$ cat src/rtl/imem_fetch_ctrl.sv
// -----------------------------------------------------------------------------
// imem_fetch_ctrl
//
// Instruction fetch sequencer for a small (2**ADDR_WIDTH entry) instruction
// memory. It owns the program counter, drives the memory's combinational
// read address, and registers each returned word into a one-entry output
// stage that decode drains through a valid/ready handshake. It handles the
// start pulse, backpressure, branch/jump redirects and halt detection.
//
// Handshake: instr_valid/instr_out/instr_pc are registered. A word transfers
// on a rising edge where instr_valid && instr_ready. While instr_valid is
// high and instr_ready low, the output stage is frozen (no field changes)
// unless a redirect flushes it. A redirect takes priority over everything;
// a same-cycle instr_ready is then treated as consuming the flushed word.
//
// Ports:
//   clk             in   clock, rising edge
//   rst             in   asynchronous, active-high reset
//   run             in   start pulse, only sampled in IDLE
//   imem_addr       out  memory read address (= pc)
//   imem_data       in   combinational memory read data for imem_addr
//   redirect_valid  in   load redirect_addr into pc this cycle
//   redirect_addr   in   redirect target
//   instr_valid     out  output stage holds a valid instruction
//   instr_ready     in   decode accepts the instruction this cycle
//   instr_out       out  registered instruction word
//   instr_pc        out  address instr_out was fetched from
//   halted          out  halt instruction consumed, fetching stopped
//   dbg_state       out  current FSM state (IDLE=0, FETCH=1, DRAIN=2, HALT=3)
//
// Optional build macro IMEM_FETCH_PERF_EN adds saturating counters:
//   fetch_count (16b) captures, stall_count (16b) stalled cycles,
//   flush_count (8b) redirects that discarded a valid word.
// -----------------------------------------------------------------------------
module imem_fetch_ctrl #(
    parameter int                     ADDR_WIDTH  = 5,
    parameter int                     INSTR_WIDTH = 16,
    parameter logic [ADDR_WIDTH-1:0]  RESET_PC    = '0,
    parameter logic [INSTR_WIDTH-1:0] HALT_INSTR  = 16'hFFFF
) (
    input  logic                   clk,
    input  logic                   rst,
    input  logic                   run,
    output logic [ADDR_WIDTH-1:0]  imem_addr,
    input  logic [INSTR_WIDTH-1:0] imem_data,
    input  logic                   redirect_valid,
    input  logic [ADDR_WIDTH-1:0]  redirect_addr,
    output logic                   instr_valid,
    input  logic                   instr_ready,
    output logic [INSTR_WIDTH-1:0] instr_out,
    output logic [ADDR_WIDTH-1:0]  instr_pc,
    output logic                   halted,
    output logic [1:0]             dbg_state
`ifdef IMEM_FETCH_PERF_EN
    ,
    output logic [15:0]            fetch_count,
    output logic [15:0]            stall_count,
    output logic [7:0]             flush_count
`endif
);

    localparam logic [1:0] S_IDLE  = 2'd0;
    localparam logic [1:0] S_FETCH = 2'd1;
    localparam logic [1:0] S_DRAIN = 2'd2;
    localparam logic [1:0] S_HALT  = 2'd3;

    logic [1:0]             state_q, state_d;
    logic [ADDR_WIDTH-1:0]  pc_q, pc_d;
    logic                   valid_q, valid_d;
    logic [INSTR_WIDTH-1:0] out_q, out_d;
    logic [ADDR_WIDTH-1:0]  ipc_q, ipc_d;
    logic                   halted_q, halted_d;

    logic redirect_take;
    logic capture;

    // IDLE only absorbs a redirect into pc; it never flushes or leaves IDLE.
    assign redirect_take = redirect_valid && (state_q != S_IDLE);
    assign capture       = (state_q == S_FETCH) && (!valid_q || instr_ready)
                           && !redirect_valid;

    always_comb begin
        state_d  = state_q;
        pc_d     = pc_q;
        valid_d  = valid_q;
        out_d    = out_q;
        ipc_d    = ipc_q;
        halted_d = halted_q;

        if (redirect_take) begin
            pc_d     = redirect_addr;
            valid_d  = 1'b0;
            halted_d = 1'b0;
            state_d  = S_FETCH;
        end else if (state_q == S_IDLE) begin
            if (redirect_valid) begin
                pc_d = redirect_addr;
            end
            if (run) begin
                state_d = S_FETCH;
            end
            if (instr_ready) begin
                valid_d = 1'b0;
            end
        end else if (capture) begin
            out_d   = imem_data;
            ipc_d   = pc_q;
            valid_d = 1'b1;
            // The halt word parks pc on itself so a later redirect is the
            // only way forward.
            if (imem_data == HALT_INSTR) begin
                state_d = S_DRAIN;
            end else begin
                pc_d = pc_q + ADDR_WIDTH'(1);
            end
        end else if (instr_ready) begin
            valid_d = 1'b0;
            if ((state_q == S_DRAIN) && valid_q) begin
                halted_d = 1'b1;
                state_d  = S_HALT;
            end
        end
    end

    always_ff @(posedge clk or posedge rst) begin
        if (rst) begin
            state_q  <= S_IDLE;
            pc_q     <= RESET_PC;
            valid_q  <= 1'b0;
            out_q    <= '0;
            ipc_q    <= '0;
            halted_q <= 1'b0;
        end else begin
            state_q  <= state_d;
            pc_q     <= pc_d;
            valid_q  <= valid_d;
            out_q    <= out_d;
            ipc_q    <= ipc_d;
            halted_q <= halted_d;
        end
    end

    assign imem_addr   = pc_q;
    assign instr_valid = valid_q;
    assign instr_out   = out_q;
    assign instr_pc    = ipc_q;
    assign halted      = halted_q;
    assign dbg_state   = state_q;

`ifdef IMEM_FETCH_PERF_EN
    // Observation-only counters; they saturate rather than wrap.
    always_ff @(posedge clk or posedge rst) begin
        if (rst) begin
            fetch_count <= '0;
            stall_count <= '0;
            flush_count <= '0;
        end else begin
            if (capture && (fetch_count != '1)) begin
                fetch_count <= fetch_count + 16'd1;
            end
            if (valid_q && !instr_ready && (stall_count != '1)) begin
                stall_count <= stall_count + 16'd1;
            end
            if (redirect_take && valid_q && (flush_count != '1)) begin
                flush_count <= flush_count + 8'd1;
            end
        end
    end
`else
    // Performance counters are not built in this configuration.
`endif

endmodule

$ cat config.mk
export PLATFORM = sky130hd
export DESIGN_NAME = imem_fetch_ctrl
export DESIGN_NICKNAME = d
export VERILOG_FILES = /design/src/rtl/imem_fetch_ctrl.sv
export SDC_FILE = /design/constraint.sdc
export NUM_CORES = 1
export LEC_CHECK = 0
export ABC_CLOCK_PERIOD_IN_PS = 1420
export CAP_MARGIN = 20
export CORE_MARGIN = 2
export CORE_UTILIZATION = 30
export DETAILED_ROUTE_END_ITERATION = 6
export PLACE_DENSITY = 0.71
export SLEW_MARGIN = 20
export SYNTH_ARGS = -nofsm -noshare
export SYNTH_HDL_FRONTEND = slang
export SYNTH_SLANG_ARGS = --single-unit
export TNS_END_PERCENT = 50
$ cat constraint.sdc
create_clock -name clk -period 1.42 [get_ports clk]
set_clock_uncertainty 0.1 [all_clocks]
set_input_delay 0.284 -clock clk [delete_from_list [all_inputs] [get_ports clk]]
set_output_delay 0.284 -clock clk [all_outputs]
set_load 0.01 [all_outputs]
==> results.json <==
{
  "r2r.worst_path.cells": 4,
  "setup_viol": 23,
  "nets": 218,
  "period_minus_slack_ps": 1530,
  "grt_pass1_vias": 1408,
  "n_antenna_cell": 0,
  "yosysUniqueCellTypes": 32,
  "max_freq_mhz": 653,
  "clkLatencyLatePin_ps": 280,
  "reg2reg_slack_ps": -110,
  "core_um2": 4350,
  "syn_to_final_growth_pct": 69.0,
  "critical_path_class": "register to register",
  "clock_path_buffers": 2,
  "crit_required_ps": 1490,
  "fin_util": 0.524,
  "fin_ws_ps": -112,
  "syn-cell-area_um2": 1350,
  "outcome": "complete, but fails checks",
  "fp.dieArea_um2": 5050,
  "portBuffers": 55,
  "relSlewSlack": 0.798,
  "rsz0062_at_grt": "yes",
  "synth_edf_count": 0,
  "wl_um": 4000,
  "ys.warnings.count": 0,
  "dr_total_vias": 1215,
  "fin_crit_sh": 1.08,
  "cts.sinks": 30,
  "synth_nets": 133,
  "ios": 56,
  "wl_per_cell_um": 16.4,
  "tightest_slew_ps": 301,
  "synthCells": 106,
  "drt_iter0_drc": 44,
  "clk_pin_slew_ps": 70,
  "synth-seq-area-share": 0.556,
  "grt_max_degree": 31,
  "cts_hold_buf": 0,
  "ys.flop_type": "dfrtp_1",
  "fin_total_pwr_mw": 4.40,
  "end_kind": "register",
  "syn_avg_cell_area_um2": 12.7,
  "synth.area.top_cells": "dfrtp_1, mux2_2, mux2_1",
  "grt_usage": 0.179,
  "rows": 24,
  "ant_nets": 0,
  "worstReg2RegStart": "dbg_state[1]",
  "final_cell_mix": "dlygate4sd2_1, dfrtp_1, buf_4",
  "vias_per_cell": 4.98,
  "start_kind": "register",
  "dpl.hpwl_um": 2910,
  "start_util": 0.310,
  "die_h_um": 71.1,
  "globalplace.congestion": 0.867,
  "p_leak_nw": 1.07,
  "gr-total-overflow": 0,
  "drtPass1Iterations": 4,
  "cts_tree": "done",
  "drc": 0,
  "synth_area_leader_cell": "dfrtp_1",
  "layout-drive-gt1-share": 0.385,
  "powerDensity_nw_per_um2": 1930,
  "hold_path.class": "primary input to async pin",
  "finalHoldViolCount": 0,
  "ir_drop_uv": 978,
  "max-cap-violations": 0,
  "final_area_um2": 2280,
  "synth.top_cell.area_share": 0.556,
  "arrival_ps": 1600,
  "synthArstFlopShare": 1.00,
  "fin_setup_tns_ps": -1310,
  "cts_root_buf": "clkbuf_8",
  "reg2reg_to": "imem_addr[3]",
  "finalMaxSlewViolations": 0,
  "grt_pass1_wl_um": 6910,
  "cts_buffers": 5,
  "violations": "negative setup slack",
  "ys_ff_latch": 30,
  "htree_num_levels": 2,
  "antenna_found_initial": 0,
  "die_width_um": 71.1,
  "worstPathMaxFanout": 5,
  "postPlaceCellArea_um2": 2120,
  "final_common_cell": "dlygate4sd2_1"
}
## cell usage after synthesis, types with 2 or more instances
| master | count |
|---|---|
| mux2_2 | 13 |
| inv_1 | 3 |
| nand2b_1 | 4 |
| dfrtp_1 | 30 |
| buf_6 | 2 |
| nand4_1 | 6 |
| nand2_1 | 4 |
| o31ai_1 | 3 |
| a31oi_1 | 3 |
| a21oi_1 | 2 |
| nor2_1 | 6 |
| o211a_1 | 2 |
| mux2_1 | 7 |
| o21ai_0 | 3 |
## area by class of cell
class / instances / area, um^2
fill: 383 / 2070
clock inverter: 1 / 5.00
tap: 52 / 65.1
inverter: 4 / 15.0
sequential: 30 / 754
multi-input combinational: 70 / 657
clock buffer: 7 / 86.3
timing repair buffer: 80 / 698
## how the worst max path moves through the flow
stage,start,endpoint,slack (ps),cells after the start
after floorplan,dbg_state[1],imem_addr[1],-120,5
after global placement,instr_ready,imem_addr[3],-470,6
after detailed placement,imem_data[15],imem_addr[1],-500,5
after CTS,dbg_state[1],imem_addr[3],-100,4
after global routing,dbg_state[1],imem_addr[3],-180,4
final,dbg_state[1],imem_addr[3],-110,4
## repair_timing
action | CTS | global route
gates cloned | 1 | 0
gates resized for setup | 73 | 4
setup endpoints to repair | 57 | 29
hold endpoints to repair | 0 | 0
buffers inserted | 4 | 0
pin swaps | 11 | 4
## where the power goes
group          switching [mW]  total, mW  internal, mW
Combinational           0.976       2.21          1.23
Sequential              0.237       1.49          1.25
Clock                   0.320      0.710         0.390
Total                    1.53       4.40          2.87
## registers in the layout, summed over array words and instances (netlist names)
| register | cells |
|---|---|
| instr_out | 16 |
| imem_addr | 5 |
| instr_pc | 5 |
| dbg_state | 2 |
| halted | 1 |
| instr_valid | 1 |
## kinds of logic after synthesis
logic type / synth area share
buffers and inverters: 0.0315
flip-flops: 0.556
multiplexers: 0.167
adder cells (fa/ha/maj): 0.00927
AO/OA/AOI/OAI: 0.118
AND/OR/NAND/NOR: 0.119
## stage by stage
stage | setup slack [ps] | hold WS (ps) | instances
finish | -112 | 244 | 244
global route | -175 | 276 | 244
global placement | -470 | 367 | 231
CTS | -99.8 | 252 | 244
floorplan | -122 | 275 | 106
detailed placement | -501 | 381 | 231
## critical path, stage by stage (launching register included)
cell and delay (ps):
dfrtp_2 400, and2b_2 280, nand3_4 130, or2_4 280
o211a_1 230
## metal layers
| metal | GRT usage | up-vias | wire length (um) |
|---|---|---|---|
| met5 | 0 | - | 0 |
| met4 | 0.0985 | 0 | 129 |
| met3 | 0.0442 | 10 | 177 |
| met2 | 0.313 | 42 | 2180 |
| met1 | 0.198 | 598 | 1520 |
| li1 | - | 565 | - |
No activity file was read; power rests on OpenSTA's default activity.
